### src/rtl/projectiles_pkg.sv
// Shared types, constants and saturating helpers for the enemy shot scheduler.
// Imported by the scheduler top and its LFSR.
package projectiles_pkg;

  typedef enum logic [1:0] {
    IDLE,
    SCAN,
    HOLD
  } sched_state_t;

  localparam int ENEMY_BIKES_COUNT   = 8;
  localparam int MAX_SHOTS_PER_FRAME = 2;

  localparam logic [7:0]  BASE_COOLDOWN = 8'd90;
  localparam logic [7:0]  COOLDOWN_STEP = 8'd6;
  localparam logic [7:0]  MIN_COOLDOWN  = 8'd20;
  localparam logic [7:0]  BASE_THRESH   = 8'd32;
  localparam logic [7:0]  THRESH_STEP   = 8'd16;
  localparam logic [10:0] AIM_WINDOW    = 11'd64;

  localparam logic [15:0] LFSR_SEED = 16'hACE1;
  // x^16 + x^14 + x^13 + x^11 + 1, right-shifting Galois form
  localparam logic [15:0] LFSR_TAPS = 16'hB400;

  function automatic logic [7:0] sat_sub(
    input logic [7:0] a,
    input logic [7:0] b
  );
    return (a > b) ? (a - b) : 8'd0;
  endfunction

  function automatic logic [7:0] sat_add(
    input logic [7:0] a,
    input logic [7:0] b
  );
    logic [8:0] s;
    s = {1'b0, a} + {1'b0, b};
    return s[8] ? 8'hFF : s[7:0];
  endfunction

endpackage

### src/rtl/shot_lfsr16.sv
// Free-running 16-bit Galois LFSR used as the per-cycle fire draw.
// Nonzero seed keeps it off the all-zero lockup state.
module shot_lfsr16
  import projectiles_pkg::*;
#(
  parameter logic [15:0] SEED = LFSR_SEED
) (
  input  logic        clk,
  input  logic        resetN,
  input  logic        en,
  output logic [15:0] out
);

  logic [15:0] lfsr_q, lfsr_d;

  always_comb begin
    lfsr_d = lfsr_q;
    if (en) begin
      lfsr_d = {1'b0, lfsr_q[15:1]} ^ (lfsr_q[0] ? LFSR_TAPS : 16'h0000);
    end
  end

  always_ff @(posedge clk) begin
    if (resetN) lfsr_q <= SEED;
    else        lfsr_q <= lfsr_d;
  end

  assign out = lfsr_q;

endmodule

### src/rtl/enemy_shot_scheduler.sv
// Once-per-frame round-robin scan deciding which enemy bikes fire,
// issuing one-cycle shoot pulses to the enemy projectile slots.
module enemy_shot_scheduler
  import projectiles_pkg::*;
(
  input  logic                                 clk,
  input  logic                                 resetN,
  input  logic                                 startOfFrame,
  input  logic [3:0]                           level,
  input  logic                                 endLevel,
  input  logic [ENEMY_BIKES_COUNT-1:0]         enemyAlive,
  input  logic [ENEMY_BIKES_COUNT-1:0]         projectileBusy,
  input  logic [10:0]                          playerX,
  input  logic [ENEMY_BIKES_COUNT-1:0][10:0]   enemyXVector,
  output logic [ENEMY_BIKES_COUNT-1:0]         shootRequestEnemy,
  output logic                                 scanActive
);

  localparam int N  = ENEMY_BIKES_COUNT;
  localparam int IW = $clog2(N);
  localparam int SW = $clog2(MAX_SHOTS_PER_FRAME + 1);
  localparam logic [IW-1:0] LAST     = IW'(N - 1);
  localparam logic [IW:0]   N_W      = (IW + 1)'(N);
  localparam logic [SW-1:0] SHOT_CAP = SW'(MAX_SHOTS_PER_FRAME);

  sched_state_t  state_q, state_d;
  logic [IW-1:0] k_q, k_d;
  logic [IW-1:0] rr_q, rr_d;
  logic [SW-1:0] shots_q, shots_d;
  logic [N-1:0]  req_q, req_d;
  logic [7:0]    cd_q [N];
  logic [7:0]    cd_d [N];

  logic [15:0] lfsr;
  logic        lfsr_unused;

  shot_lfsr16 #(
    .SEED(LFSR_SEED)
  ) u_lfsr (
    .clk   (clk),
    .resetN(resetN),
    .en    (1'b1),
    .out   (lfsr)
  );

  assign lfsr_unused = ^lfsr[15:8];

  logic [7:0]  cd_step;
  logic [7:0]  reload;
  logic [8:0]  thr_sum;
  logic [7:0]  thresh;
  logic [IW:0] j_sum;
  logic [IW-1:0] j;
  logic [10:0] dx;
  logic [7:0]  eff_thresh;
  logic        eligible;
  logic        fire;

  always_comb begin
    cd_step = 8'(level) * COOLDOWN_STEP;
    reload  = sat_sub(BASE_COOLDOWN, cd_step);
    if (reload < MIN_COOLDOWN) reload = MIN_COOLDOWN;

    thr_sum = 9'(BASE_THRESH) + 9'(level) * 9'(THRESH_STEP);
    thresh  = thr_sum[8] ? 8'hFF : thr_sum[7:0];

    j_sum = {1'b0, rr_q} + {1'b0, k_q};
    j     = (j_sum >= N_W) ? IW'(j_sum - N_W) : j_sum[IW-1:0];

    dx = (enemyXVector[j] >= playerX) ? (enemyXVector[j] - playerX)
                                      : (playerX - enemyXVector[j]);
    eff_thresh = (dx <= AIM_WINDOW) ? sat_add(thresh, thresh) : thresh;

    eligible = enemyAlive[j] && !projectileBusy[j] &&
               (cd_q[j] == 8'd0) && (shots_q < SHOT_CAP);
    fire = eligible && (lfsr[7:0] <= eff_thresh);
  end

  always_comb begin
    state_d = state_q;
    k_d     = k_q;
    rr_d    = rr_q;
    shots_d = shots_q;
    req_d   = '0;
    for (int i = 0; i < N; i++) cd_d[i] = cd_q[i];

    if (endLevel) begin
      state_d = HOLD;
      for (int i = 0; i < N; i++) cd_d[i] = 8'd0;
    end else begin
      unique case (state_q)
        IDLE: begin
          if (startOfFrame) begin
            state_d = SCAN;
            k_d     = '0;
            shots_d = '0;
            for (int i = 0; i < N; i++) begin
              if (cd_q[i] != 8'd0) cd_d[i] = cd_q[i] - 8'd1;
            end
          end
        end
        SCAN: begin
          if (fire) begin
            req_d[j] = 1'b1;
            cd_d[j]  = reload;
            shots_d  = shots_q + 1'b1;
          end
          if (k_q == LAST) begin
            k_d     = '0;
            rr_d    = (rr_q == LAST) ? '0 : rr_q + 1'b1;
            state_d = IDLE;
          end else begin
            k_d = k_q + 1'b1;
          end
        end
        HOLD: state_d = IDLE;
        default: state_d = IDLE;
      endcase
    end
  end

  always_ff @(posedge clk) begin
    if (resetN) begin
      state_q <= IDLE;
      k_q     <= '0;
      rr_q    <= '0;
      shots_q <= '0;
      req_q   <= '0;
      for (int i = 0; i < N; i++) cd_q[i] <= 8'd0;
    end else begin
      state_q <= state_d;
      k_q     <= k_d;
      rr_q    <= rr_d;
      shots_q <= shots_d;
      req_q   <= req_d;
      for (int i = 0; i < N; i++) cd_q[i] <= cd_d[i];
    end
  end

  assign shootRequestEnemy = req_q;
  assign scanActive        = (state_q == SCAN);

endmodule

### config.mk
export PLATFORM = sky130hd
export DESIGN_NAME = enemy_shot_scheduler
export DESIGN_NICKNAME = d
export VERILOG_FILES = /design/src/rtl/projectiles_pkg.sv /design/src/rtl/shot_lfsr16.sv /design/src/rtl/enemy_shot_scheduler.sv
export SDC_FILE = /design/constraint.sdc
export NUM_CORES = 1
export LEC_CHECK = 0
export CAP_MARGIN = 20
export CORE_MARGIN = 2
export CORE_UTILIZATION = 45
export CTS_CLUSTER_DIAMETER = 200
export CTS_CLUSTER_SIZE = 8
export DETAILED_ROUTE_END_ITERATION = 6
export PLACE_DENSITY = 0.81
export SLEW_MARGIN = 20
export SYNTH_ARGS = -nofsm -noshare
export SYNTH_HDL_FRONTEND = slang
export SYNTH_SLANG_ARGS = --single-unit
### constraint.sdc
create_clock -name clk -period 8.2 [get_ports clk]
set_input_delay 0.82 -clock clk [delete_from_list [all_inputs] [get_ports clk]]
set_output_delay 0.82 -clock clk [all_outputs]
set_load 0.02 [all_outputs]
==> metrics.md <==
| Metric | Value |
|---|---|
| Status | `finished, final reports clean` |
| Multi-input combinational cell area | `5344 sq um` |
| Slew margin rel. | `26.16%` |
| DR WL/cell | `17.95 microns` |
| Setup ws final | `489.9 ps` |
| Largest net degree at the start of global routing | `77` |
| CP max stage delay | `470 ps` |
| Setup TNS | `0 ps` |
| Most frequent cells in the layout | `clkdlybuf4s50_1, nor2_1, a21oi_1, dfxtp_1, nand2_1` |
| Register area | `1962 sq um` |
| PD cells | `155.0 nW/um^2` |
| Clock power frac | `29.4%` |
| Fin cells | `1344` |
| N_diodes | `0` |
| Crit-path max FO | `13` |
| Top-area cell type share of the netlist area | `25.40%` |
| Vias in the first global route | `7514` |
| Cells after Synth | `1000` |
| CP dominant cell by count | `buf_4` |
| Synthesized Nets | `1176` |
| CTS Sinks | `98` |
| Worst vdd ir | `114.6 uV` |
| GRT Overall Usage | `25.83%` |
| Commonest non-fill, non-tap cell in the layout | `clkdlybuf4s50_1` |
| Routed vias | `8218` |
| Dpl hpwl | `17760 microns` |
| Largest family of logic cells by synthesized area | `compound AO/OA/AOI/OAI gates` |
| Die W | `135.0 microns` |
| Drt pass-1 iters | `7` |
| Layout area overhead | `25.49%` |
| Pre-CTS WS | `406.4 ps` |
| Synth top area cells | `dfxtp_1, ha_1, a21oi_1` |
| Fin. Hold Viols | `0` |
| Nets | `1295` |
| Fin crit share | `94.03%` |
| CTS tree | `built` |
| DIE AREA | `18230 sq um` |
| Critical Path RT | `8450 ps` |
| Internal power | `988.3 uW` |
| R2r worst-path depth | `34` |
| IO Port Bufs | `131` |
| Post-synth ARST share | `0%` |
| Fmax | `0.1297 GHz` |
| First-pass GRT wire length | `37680 microns` |
| Syn. warnings | `0` |
| Worst-Margin Slew | `1103 ps` |
| CP max-delay cell | `a31oi_1` |
| Adder-cell area share of the yosys netlist | `8.779%` |
| Switching Power | `513.9 uW` |
| Worst Path Arrival | `7960 ps` |
| # rows | `47` |
| Main synth FF type | `dfxtp_1` |
| Placed insts | `1323` |
| Leak | `3.799 nW` |
| Routed wire length | `24120 microns` |
| Synth area leader | `dfxtp_1` |
| Post-Syn Area | `7725 sq um` |
| Post-synthesis mux area share | `6.495%` |
| HP Class | `reg2reg` |
| Flops & latches, synth | `98` |
| Vias per cell | `6.115` |
| Root Driver | `clkbuf_16` |
| IO Count | `132` |
| Synth unique cells | `86` |
| Worst setup EP type | `register` |
| XOR/XNOR share of the synthesized area | `2.154%` |
| Endpoints failing setup | `0` |
| Pins Over Slew Limit | `0` |
| Final ANT Viol Nets | `0` |
| Skew final | `14.26 ps` |
| Hold Slack | `411.5 ps` |
| Compound-Gate Fraction of Synth Area | `28.86%` |
| Mean post-synth cell area | `7.725 sq um` |
| Initial antenna violation count | `0` |
| Clock transition at path regs | `70 ps` |
| Core ar. | `16700 sq um` |
| Number of enable flip-flop cells after synthesis | `0` |
| H-tree depth | `3` |
| Gr ovfl total | `0` |
| Gp weighted congestion | `0.9265` |
| Layout cells sized above 1 | `9.698%` |
| Crit Path Class | `reg2reg` |
| Period minus WS final | `7710 ps` |
| Remaining DRCs | `0` |
| Clock latency on the worst-skew pair | `360 ps` |
| Share of power burned in registers | `34.8%` |
| Hold Buf Count CTS | `0` |
| Iteration-0 DRC Markers | `714` |
| Chip height | `135.0 microns` |
| Fillers | `1556` |
| Num CTS Buffers | `9` |
| Total of max-cap violations | `0` |
| Seq/Total Area, Yosys | `25.40%` |
| Hold Path Depth | `1` |
| Clk buf depth | `2` |
| Simple-Gate Fraction of Synth Area | `22.13%` |
| Initial Util | `46.25%` |
| Comb pwr share | `35.8%` |
| Critical path launch point type | `register` |
| Switching Fraction | `34.21%` |
[logic make-up (layout without fill, tap and decap cells)]
logic type | count (synthesis) | after routing
AO/OA/AOI/OAI | 328 | 328
XOR/XNOR | 19 | 19
flip-flops | 98 | 98
adder cells (fa/ha/maj) | 53 | 53
multiplexers | 36 | 36
buffers and inverters | 121 | 245
AND/OR/NAND/NOR | 345 | 345
[layout make-up]
cell class,count,share of cell area (%)
clock buffer,11,2.504
clock inverter,5,0.6324
inverter,70,2.710
multi-input combinational,781,55.12
sequential,98,20.24
tap,220,2.839
timing repair buffer,159,15.95
[critical path, delay by kind of cell (launching register included)]
family / cells / cell delay, ps
multiplexers: 1 / 210
adder cells (fa/ha/maj): 4 / 1210
AO/OA/AOI/OAI: 12 / 2700
flip-flops: 1 / 380
AND/OR/NAND/NOR: 8 / 1460
XOR/XNOR: 2 / 470
buffers and inverters: 7 / 1170
[per-layer routing]
layer	track usage (%)	part of all wire, %	routed length, microns	vias to the layer above
met1	32.85	42	10040	3805
met2	43.12	45	10790	445
met5	0	0	0	-
met4	10.19	3.1	744	0
li1	-	-	-	3920
met3	5.105	11	2552	48
[power groups by stage]
stage                     logic [mW]  registers, mW  clock network (mW)
after floorplan                0.364          0.525                   0
after global placement         0.511          0.531                   0
after detailed placement       0.518          0.532                   0
after CTS                      0.524          0.522               0.444
after global routing           0.587          0.526               0.462
final                          0.538          0.523               0.442
[flip-flops by register name, summed over array words and instances, names as in the netlist]
signal             cells
shootRequestEnemy      8
state_q                2
u_lfsr.out            16
cd_q                  64
k_q                    3
shots_q                2
rr_q                   3
[final timing paths]
kind | startpoint | to | slack, ps
max | rr_q[0]$_SDFFE_PP0P_ | cd_q[5][5]$_SDFFE_PP0P_ | 490
min | u_lfsr.out[12]$_SDFF_PP0_ | u_lfsr.out[11]$_SDFF_PP1_ | 410
max reg2reg | rr_q[0]$_SDFFE_PP0P_ | cd_q[5][5]$_SDFFE_PP0P_ | 490
min reg2reg | u_lfsr.out[12]$_SDFF_PP0_ | u_lfsr.out[11]$_SDFF_PP1_ | 410
[stage by stage]
step                      power, mW  instance area (sq um)  utilization, %
after floorplan              0.8888                   7725               -
after global placement        1.042                   9310           55.75
after detailed placement      1.051                   9310           55.75
after CTS                     1.490                   9614           57.57
after global routing          1.574                   9694           58.05
final                         1.502                   9694           58.05
[Yosys cell counts, types with 6 or more instances]
library cell,number
a211oi_1,23
a21o_1,10
a21oi_1,98
a221oi_1,12
a22oi_1,9
a31oi_1,17
and2_1,13
clkbuf_1,40
dfxtp_1,98
ha_1,51
inv_1,69
mux2i_1,22
mux4_2,11
nand2_1,72
nand2b_1,12
nand3_1,26
nor2_1,103
nor2b_1,14
nor3_1,28
nor3b_1,6
o211a_1,7
o211ai_1,7
o21a_1,6
o21ai_0,49
o22ai_1,19
o31ai_1,10
or2_2,19
or3_1,18
xnor2_1,14
[repair_timing]
action,in CTS,in global routing
resized for setup,0,9
setup buffers,0,4
endpoints found under the hold margin,0,0
setup endpoints to repair,0,46
Note: power is estimated with default switching activity, not from simulation.
